--- src/rtl/ps2_key_ctrl_if.sv ---
// Signal bundle between the PS/2 receiver FIFO / key consumer and ps2_key_ctrl.
// The slave side is the controller; the master side is the FIFO plus key consumer.
interface ps2_key_ctrl_if;
    logic       ready;
    logic [7:0] fifo_data;
    logic       overflow;
    logic       nextdata_n;
    logic [7:0] key_code;
    logic       key_ext;
    logic       key_valid;
    logic       key_pressed;
    logic       key_repeat;
    logic [7:0] key_count;
    logic       err_overflow;

    modport master (
        output ready,
        output fifo_data,
        output overflow,
        input  nextdata_n,
        input  key_code,
        input  key_ext,
        input  key_valid,
        input  key_pressed,
        input  key_repeat,
        input  key_count,
        input  err_overflow
    );

    modport slave (
        input  ready,
        input  fifo_data,
        input  overflow,
        output nextdata_n,
        output key_code,
        output key_ext,
        output key_valid,
        output key_pressed,
        output key_repeat,
        output key_count,
        output err_overflow
    );
endinterface

--- src/rtl/ps2_key_ctrl.sv ---
// Pops set-2 scancodes from the PS/2 FIFO, resolves E0/F0 prefixes and tracks one held key.
// Emits press/repeat pulses, a wrapping press counter and a sticky overflow flag.
module ps2_key_ctrl #(
    parameter int TIMEOUT_CYC = 1_000_000,
    parameter int TW          = 20
) (
    input logic           clk,
    input logic           clrn,
    ps2_key_ctrl_if.slave bus
);

    typedef enum logic [1:0] {
        IDLE   = 2'd0,
        POP    = 2'd1,
        SETTLE = 2'd2
    } state_t;

    localparam logic [7:0]    CODE_EXT   = 8'hE0;
    localparam logic [7:0]    CODE_BRK   = 8'hF0;
    localparam logic [TW-1:0] TMO_LIMIT  = TW'(TIMEOUT_CYC);

    state_t        state_q, state_d;
    logic [7:0]    rx_byte_q, rx_byte_d;
    logic          brk_pend_q, brk_pend_d;
    logic          ext_pend_q, ext_pend_d;
    logic [TW-1:0] tmo_q, tmo_d;
    logic          nextdata_n_q, nextdata_n_d;
    logic [7:0]    key_code_q, key_code_d;
    logic          key_ext_q, key_ext_d;
    logic          key_valid_q, key_valid_d;
    logic          key_pressed_q, key_pressed_d;
    logic          key_repeat_q, key_repeat_d;
    logic [7:0]    key_count_q, key_count_d;
    logic          err_overflow_q, err_overflow_d;

    logic          same_key;

    // A byte names the held key only if the extended flag agrees as well.
    assign same_key = (rx_byte_q == key_code_q) && (ext_pend_q == key_ext_q);

    always_ff @(posedge clk or posedge clrn) begin
        if (clrn) begin
            state_q        <= IDLE;
            rx_byte_q      <= 8'h00;
            brk_pend_q     <= 1'b0;
            ext_pend_q     <= 1'b0;
            tmo_q          <= '0;
            nextdata_n_q   <= 1'b1;
            key_code_q     <= 8'h00;
            key_ext_q      <= 1'b0;
            key_valid_q    <= 1'b0;
            key_pressed_q  <= 1'b0;
            key_repeat_q   <= 1'b0;
            key_count_q    <= 8'h00;
            err_overflow_q <= 1'b0;
        end else begin
            state_q        <= state_d;
            rx_byte_q      <= rx_byte_d;
            brk_pend_q     <= brk_pend_d;
            ext_pend_q     <= ext_pend_d;
            tmo_q          <= tmo_d;
            nextdata_n_q   <= nextdata_n_d;
            key_code_q     <= key_code_d;
            key_ext_q      <= key_ext_d;
            key_valid_q    <= key_valid_d;
            key_pressed_q  <= key_pressed_d;
            key_repeat_q   <= key_repeat_d;
            key_count_q    <= key_count_d;
            err_overflow_q <= err_overflow_d;
        end
    end

    always_comb begin
        state_d        = state_q;
        rx_byte_d      = rx_byte_q;
        brk_pend_d     = brk_pend_q;
        ext_pend_d     = ext_pend_q;
        tmo_d          = tmo_q;
        nextdata_n_d   = 1'b1;
        key_code_d     = key_code_q;
        key_ext_d      = key_ext_q;
        key_valid_d    = key_valid_q;
        key_pressed_d  = 1'b0;
        key_repeat_d   = 1'b0;
        key_count_d    = key_count_q;
        err_overflow_d = err_overflow_q | bus.overflow;

        case (state_q)
            IDLE: begin
                // The strobe is registered, so it drops in the same cycle the FSM enters POP.
                if (bus.ready) begin
                    rx_byte_d    = bus.fifo_data;
                    state_d      = POP;
                    nextdata_n_d = 1'b0;
                end
            end

            POP: begin
                state_d = SETTLE;
                if (rx_byte_q == CODE_EXT) begin
                    ext_pend_d = 1'b1;
                end else if (rx_byte_q == CODE_BRK) begin
                    brk_pend_d = 1'b1;
                end else if (brk_pend_q) begin
                    // Breaks of keys that were replaced or never held are dropped.
                    if (same_key && key_valid_q) begin
                        key_valid_d = 1'b0;
                    end
                    brk_pend_d = 1'b0;
                    ext_pend_d = 1'b0;
                end else begin
                    if (key_valid_q && same_key) begin
                        key_repeat_d = 1'b1;
                    end else begin
                        key_code_d    = rx_byte_q;
                        key_ext_d     = ext_pend_q;
                        key_valid_d   = 1'b1;
                        key_pressed_d = 1'b1;
                        key_count_d   = key_count_q + 8'd1;
                    end
                    brk_pend_d = 1'b0;
                    ext_pend_d = 1'b0;
                end
            end

            SETTLE: begin
                state_d = IDLE;
            end

            default: begin
                state_d = IDLE;
            end
        endcase

        // Decoding only happens in POP, so clearing there gives the decode priority.
        if (state_q == POP) begin
            tmo_d = '0;
        end else if (brk_pend_q || ext_pend_q) begin
            if (tmo_q == TMO_LIMIT) begin
                tmo_d      = '0;
                brk_pend_d = 1'b0;
                ext_pend_d = 1'b0;
            end else begin
                tmo_d = tmo_q + TW'(1);
            end
        end else begin
            tmo_d = '0;
        end
    end

    assign bus.nextdata_n   = nextdata_n_q;
    assign bus.key_code     = key_code_q;
    assign bus.key_ext      = key_ext_q;
    assign bus.key_valid    = key_valid_q;
    assign bus.key_pressed  = key_pressed_q;
    assign bus.key_repeat   = key_repeat_q;
    assign bus.key_count    = key_count_q;
    assign bus.err_overflow = err_overflow_q;

endmodule
--- src/flat_wrapper.sv ---
// flat-port wrapper written by rule: the top's interface ports become plain ports
module ps2_key_ctrl_flat 
#(
    parameter int TIMEOUT_CYC = 1_000_000,
    parameter int TW          = 20
)
  (clk, clrn, bus_ready, bus_fifo_data, bus_overflow, bus_nextdata_n, bus_key_code, bus_key_ext, bus_key_valid, bus_key_pressed, bus_key_repeat, bus_key_count, bus_err_overflow);
  ps2_key_ctrl_if bus_i ();
  input logic clk;
  input logic clrn;
  input wire logic [$bits(bus_i.ready)-1:0] bus_ready;
  input wire logic [$bits(bus_i.fifo_data)-1:0] bus_fifo_data;
  input wire logic [$bits(bus_i.overflow)-1:0] bus_overflow;
  output wire logic [$bits(bus_i.nextdata_n)-1:0] bus_nextdata_n;
  output wire logic [$bits(bus_i.key_code)-1:0] bus_key_code;
  output wire logic [$bits(bus_i.key_ext)-1:0] bus_key_ext;
  output wire logic [$bits(bus_i.key_valid)-1:0] bus_key_valid;
  output wire logic [$bits(bus_i.key_pressed)-1:0] bus_key_pressed;
  output wire logic [$bits(bus_i.key_repeat)-1:0] bus_key_repeat;
  output wire logic [$bits(bus_i.key_count)-1:0] bus_key_count;
  output wire logic [$bits(bus_i.err_overflow)-1:0] bus_err_overflow;
  assign bus_i.ready = bus_ready;
  assign bus_i.fifo_data = bus_fifo_data;
  assign bus_i.overflow = bus_overflow;
  assign bus_nextdata_n = bus_i.nextdata_n;
  assign bus_key_code = bus_i.key_code;
  assign bus_key_ext = bus_i.key_ext;
  assign bus_key_valid = bus_i.key_valid;
  assign bus_key_pressed = bus_i.key_pressed;
  assign bus_key_repeat = bus_i.key_repeat;
  assign bus_key_count = bus_i.key_count;
  assign bus_err_overflow = bus_i.err_overflow;
  ps2_key_ctrl #(.TIMEOUT_CYC(TIMEOUT_CYC), .TW(TW)) u_core (.clk(clk), .clrn(clrn), .bus(bus_i));
endmodule
--- config.mk ---
export PLATFORM = sky130hd
export DESIGN_NAME = ps2_key_ctrl_flat
export DESIGN_NICKNAME = d
export VERILOG_FILES = /design/src/rtl/ps2_key_ctrl_if.sv /design/src/rtl/ps2_key_ctrl.sv /design/src/flat_wrapper.sv
export SDC_FILE = /design/constraint.sdc
export NUM_CORES = 1
export LEC_CHECK = 0
export ABC_AREA = 1
export BUFFER_PORTS_ARGS = -buffer_cell sky130_fd_sc_hd__buf_2
export CAP_MARGIN = 20
export CORE_AREA = 2 2 81 83
export CTS_CLUSTER_SIZE = 16
export DETAILED_ROUTE_END_ITERATION = 12
export DIE_AREA = 0 0 83 85
export HOLD_SLACK_MARGIN = 0.03
export PLACE_DENSITY = 0.65
export SKIP_LAST_GASP = 1
export SLEW_MARGIN = 10
export SYNTH_ARGS = -nofsm -noshare
export SYNTH_HDL_FRONTEND = slang
export SYNTH_SLANG_ARGS = --single-unit
--- constraint.sdc ---
create_clock -name clk -period 2.3 [get_ports clk]
set_input_delay 0 -clock clk [delete_from_list [all_inputs] [get_ports clk]]
set_output_delay 0 -clock clk [all_outputs]
set_load 0.005 [all_outputs]
Yosys cells after proc, flatten, opt, wreduce, memory -nomap -nowiden --
Cells that the tools add are included.
Word-level totals: register bits 54, latch bits 0, bits in writable memories 0, ROM bits 0, output and inout port bits 22, memories 0
Operators by class: add/sub/neg operators 2, multiply operators 0, divide/modulo/power cells 0, order comparisons 0, equality and inequality tests 9, shifts and indexed selects 0, mux-type cells 32, bitwise logic cells 5, reduce and logical (&&, ||, !) cells 7
Operator list (number):
- $mux W20 | 3
- $mux W1 | 27
- $add A20 B1 Y20 const B | 1
- $eq A20 B20 Y1 const B | 1
- $eq A8 B8 Y1 const B | 2
- $reduce_and A5 Y1 | 2
- $add A8 B1 Y8 const B | 1
- $eq A8 B8 Y1 | 1
- $ne A2 B2 Y1 const B | 2
- $not A1 Y1 | 4
- $pmux W2 S2 | 1
- $eq A2 B1 Y1 const B | 1
- $logic_and A1 B1 Y1 | 2
- $logic_not A2 Y1 | 1
- $mux W2 | 1
- $ne A2 B1 Y1 const B | 1
- $reduce_and A2 Y1 | 1
- $eq A1 B1 Y1 | 1
- $logic_or A1 B1 Y1 | 1
- $or A1 B1 Y1 | 1

Longest topological paths before layout --
depth in word-level cells 8, mapped depth 14

Worst setup path after synthesis --
Ideal clock, no wire load.
kind flip-flop to flip-flop, start register u_core.key_code_q[1] (netlist: u_core.bus.key_code[1]), end register u_core.key_valid_q (netlist: u_core.bus.key_valid), library setup time 0.126 ns, arrival 1.559 ns, required time 2.174 ns, path slack 0.615 ns, cell stages (with the launch flop) 12, buffers on the path 2, period minus slack after synthesis 1.685 ns, cell sequence dfrtp_1 > or2_2 > nand3_1 > nor2_1 > nand2_2 > buf_6 > buf_12 > ha_1 > inv_1 > nand2_1 > nand2_1 > o21ai_0
Between the ends: longest elaborated chain between the ends 5, elaborated cells between the ends (all ways) 6, classes of those cells 3 x eq/ne; 3 x reduce/logical
RTL lines:
- from (decl) | RTL line ps2_key_ctrl.sv:28 | logic [7:0] key_code_q, key_code_d;
- from (signal assigned) | RTL line ps2_key_ctrl.sv:63 | key_code_q <= key_code_d;
- $eq A8 B8 Y1 (*) | RTL line ps2_key_ctrl.sv:39 | assign same_key = (rx_byte_q == key_code_q) && (ext_pend_q == key_ext_q);
- $logic_and A1 B1 Y1 (*) | RTL line ps2_key_ctrl.sv:39
- $logic_and A1 B1 Y1 (*) | RTL line ps2_key_ctrl.sv:106, ps2_key_ctrl.sv:112
- $ne A2 B1 Y1 (no line) or $ne A2 B2 Y1 (tied branches)
- $reduce_and A5 Y1 (no line) (*)
- to (signal assigned) | RTL line ps2_key_ctrl.sv:65 | key_valid_q <= key_valid_d;
- to (decl) | RTL line ps2_key_ctrl.sv:30 | logic key_valid_q, key_valid_d;
Mark *: on every way between the ends. The rest lies on a longest branch, timed or not. A chain may end at the register's enable or synchronous reset.

Final worst setup path --
start register u_core.rx_byte_q[1], end register u_core.key_repeat_q (netlist: u_core.bus.key_repeat)
Between the ends: longest elaborated chain between the ends 8, elaborated cells between the ends (all ways) 10, classes of those cells 3 x eq/ne; 5 x mux; 2 x reduce/logical
RTL lines:
- from (decl) | RTL line ps2_key_ctrl.sv:23 | logic [7:0] rx_byte_q, rx_byte_d;
- from (signal assigned) | RTL line ps2_key_ctrl.sv:58 | rx_byte_q <= rx_byte_d;
- $eq A8 B8 Y1 | RTL line ps2_key_ctrl.sv:39
- $logic_and A1 B1 Y1 | RTL line ps2_key_ctrl.sv:39
- $logic_and A1 B1 Y1 | RTL line ps2_key_ctrl.sv:112 | if (key_valid_q && same_key) begin
- $mux W1 | RTL line ps2_key_ctrl.sv:112
- $mux W1 | RTL line ps2_key_ctrl.sv:104 | end else if (brk_pend_q) begin
- $mux W1 | RTL line ps2_key_ctrl.sv:102 | end else if (rx_byte_q == CODE_BRK) begin
- $mux W1 (*) | RTL line ps2_key_ctrl.sv:100 | if (rx_byte_q == CODE_EXT) begin
- $mux W1 (*) | RTL line ps2_key_ctrl.sv:88 | case (state_q)
- net u_core.key_repeat_d | RTL line ps2_key_ctrl.sv:32 | logic key_repeat_q, key_repeat_d;
- to (signal assigned) | RTL line ps2_key_ctrl.sv:67 | key_repeat_q <= key_repeat_d;
- to (decl) | RTL line ps2_key_ctrl.sv:32
The timed path passes the listed nets; every way through them passes the cells marked *.

==> metrics.md <==
| Metric | Value |
|---|---|
| Outcome | completed |
| Endpoints failing setup | 0 |
| Die height | 85 um |
| Mapped cell area | 2830 um2 |
| Cells after synthesis | 368 |
| Resize count post-CTS | 0 |
| Fin crit share | 71.0% |
| Initial antenna violation count | 0 |
| Final-stage net count | 433 |
| HP Class | primary input to asynchronous set/reset pin |
| CP required | 2.51 ns |
| Vias per cell | 4.80 |
| Max Freq | 0.612 GHz |
| Syn nets | 385 |
| Max Slew Vio Count | 0 |
| Setup bufs post-CTS | 0 |
| Hold Violations, Final | 0 |
| Crit path largest cell delay | 0.38 ns |
| Reg-to-reg startpoint | u_core.rx_byte_q[1] |
| Site Rows | 29 |
| Die W | 83 um |
| Seq cells post-synth | 54 |
| Most common flop cell mapped by yosys | dfrtp_1 |
| Setup Skew | 0.0134 ns |
| Wire per inst | 11.2 um |
| Crit path arrival time | 1.85 ns |
| CTS tree | done |
| Critical path cell sequence | inv_1, or2_2, nand3_1, nor2_1, nand2_2, buf_4, inv_1, ha_1, inv_1, nor2_1 |
| Slowest cell on the critical path | dfrtp_1 |
| Total track usage | 17.0% |
| GRT overflow | 0 |
| EDFF count, synth | 0 |
| Min Tclk post-route | 1.63 ns |
| Die area | 7060 um2 |
| Sequential share of the synthesized area | 47.8% |
| Mean Syn Cell Area | 7.69 um2 |
| 1st-iter DRT viols | 103 |
| Antenna Nets Post-Route | 0 |
| First-pass GRT wire length | 9940 um |
| VDD IR max | 485 uV |
| Total power | 2.49 mW |
| Measured slew at the worst slew-check pin | 0.686 ns |
| Routed vias | 2,372 |
| Rel. slew slack | 54.2% |
| Clock root buffer | clkbuf_8 |
| HPWL after DPL | 3990 um |
| Clock transition at the registers of the reported paths | 0.10 ns |
| CTS max path bufs | 2 |
| Critical path's most frequent cell | inv_1 |
| Num ports | 34 |
| Diodes inserted | 0 |
| Gpl congestion | 0.844 |
| Post-CTS Hold Buffers | 11 |
| Endpoint class of the critical path | flop |
| DR DRC count | 0 |
| Power per cell area | 759 nW/um2 |
| Fraction of layout cells with a size suffix above 1 | 14.4% |
| Fillers | 594 |
| RSZ-0062 raised after global routing | false |
| Netlist cell types | 25 |
| Core footprint | 6200 um2 |
| 1st-pass router iterations | 4 |
| Clock sink count | 54 |
| Clock buffer count from CTS | 5 |
| Ys async rst share | 100% |
| Critical Path Source Type | flop |
| Syn. warnings | 0 |
| Max-capacitance violation count | 0 |
| Pleak | 1.61 nW |
| Area Growth Syn to Fin | 15.7% |
| WL final | 5550 um |
| Initial core utilization | 45.6% |
| Clk Latency, worst-skew pair | 0.31 ns |
| WS Path Type | flop to flop |
| Worst Path Buf+Inv | 4 |
| Worst Setup SP | u_core.rx_byte_q[1] |
| Final TNS setup | 0 ns |
| H-tree levels | 2 |
| Vias in the first global route | 2,266 |
| IO buf count | 33 |
| Largest net degree at the start of global routing | 55 |
| Critical Path Fanout Max | 14 |
| Cell family with most CP delay | simple AND/OR/NAND/NOR gates |
==> cell type report <==
class	count	area [um2]	share of cell area [%]
Sequential cell	54	1350	41.3
Multi-Input combinational cell	262	1240	37.9
Timing Repair Buffer	47	298	9.09
Inverter	46	173	5.27
Tap cell	77	96.3	2.94
Clock buffer	5	68.8	2.10
Clock inverter	3	45.0	1.38
==> worst register-to-register path: cells and delay by family, from the launching register on <==
kind / cells / cell delay (ns)
buffers and inverters: 4 / 0.43
adders and majority gates: 1 / 0.17
and+or+nand+nor: 5 / 0.56
DFF: 1 / 0.38
==> path summary, 6_finish.rpt <==
check,cells past startpoint,endpoint,slack (ns)
worst max-delay path,10,u_core.bus.key_repeat,0.67
worst min-delay path,4,u_core.tmo_q[13],0.41
worst max register to register,10,u_core.bus.key_repeat,0.67
worst min register to register,1,u_core.bus.key_valid,0.46
max in group asynchronous,4,u_core.rx_byte_q[3],1.42
min in group clk,4,u_core.rx_byte_q[6],0.42
==> sequential cells by signal (all words and copies together), names as in the netlist <==
name                     count
u_core.brk_pend_q            1
u_core.ext_pend_q            1
u_core.rx_byte_q             8
u_core.bus.key_repeat        1
u_core.bus.key_code          8
u_core.bus.key_ext           1
u_core.bus.nextdata_n        1
u_core.bus.key_pressed       1
u_core.tmo_q                20
u_core.bus.err_overflow      1
u_core.bus.key_count         8
u_core.state_q               2
u_core.bus.key_valid         1
==> cell families (layout without fill, tap and decap cells) <==
kind of cell | count (synthesis) | in the layout | synth area share (%)
xor+xnor | 14 | 14 | 4.33
compound gates | 17 | 17 | 3.01
simple gates | 226 | 226 | 34.4
flops | 54 | 54 | 47.8
fa+ha+maj | 5 | 5 | 2.21
buf+inv | 52 | 101 | 8.31
==> synth_stat cells, types with 2 or more instances <==
cell type,count,area share [%]
nand2_1,112,15
nor2_1,55,7.3
dfrtp_1,53,47
inv_1,44,5.8
nand3_1,31,5.5
o21ai_0,12,2.1
nor3_1,8,1.4
nand4_1,7,1.5
xnor2_1,7,2.2
xor2_1,7,2.2
a21oi_1,5,0.88
ha_1,5,2.2
buf_6,3,1.2
nand2_2,3,0.66
nor2_4,3,1.2
or2_2,3,0.66
inv_2,2,0.27
==> layout by cell type (no fill, tap or decap) <==
cell | synthesis | routed
o21ai_0 | 12 | 12
dlygate4sd3_1 | 0 | 11
inv_1 | 44 | 43
nor3b_1 | 1 | 1
nand3_2 | 1 | 1
clkbuf_8 | 0 | 5
nor2_1 | 55 | 55
nand4_1 | 7 | 7
ha_1 | 5 | 5
or2_2 | 3 | 3
clkinvlp_4 | 0 | 2
nor2_4 | 3 | 3
nand2_4 | 1 | 1
nor2_2 | 1 | 1
inv_2 | 2 | 3
a21oi_1 | 5 | 5
nand2_2 | 3 | 3
buf_2 | 1 | 33
bufinv_16 | 0 | 1
dfstp_2 | 1 | 1
nand3_1 | 31 | 31
dfrtp_1 | 53 | 53
nand2_1 | 112 | 112
xor2_1 | 7 | 7
nor3_1 | 8 | 8
buf_4 | 0 | 3
xnor2_1 | 7 | 7
==> where the power goes <==
part / leakage [nW] / total, mW / switching, mW / internal (mW)
combinational: 0.852 / 0.586 / 0.316 / 0.270
clock: 0.0504 / 0.635 / 0.311 / 0.324
sequential: 0.712 / 1.27 / 0.166 / 1.10
total: 1.61 / 2.49 / 0.793 / 1.69
==> stage by stage <==
stage / instances / utilization (%) / hold slack, ns / setup slack, ns / cell area, um2
2_1_floorplan: 368 / - / 0.0927 / 0.615 / 2830
3_3_place_gp: 475 / 49.2 / 0.194 / 0.697 / 3050
3_5_place_dp: 475 / 49.2 / 0.199 / 0.684 / 3050
4_1_cts: 494 / 52.8 / 0.407 / 0.666 / 3280
5_1_grt: 494 / 52.8 / 0.436 / 0.481 / 3280
6_report: 494 / 52.8 / 0.408 / 0.667 / 3280
==> metal layers <==
layer	up-vias	wire length, um	global-route usage, %
li1	1234	-	-
met5	-	0	0
met3	6	179	3.79
met4	0	58	4.47
met1	1098	2690	22.1
met2	34	2620	29.0
Power figures use the tool's default switching activity.
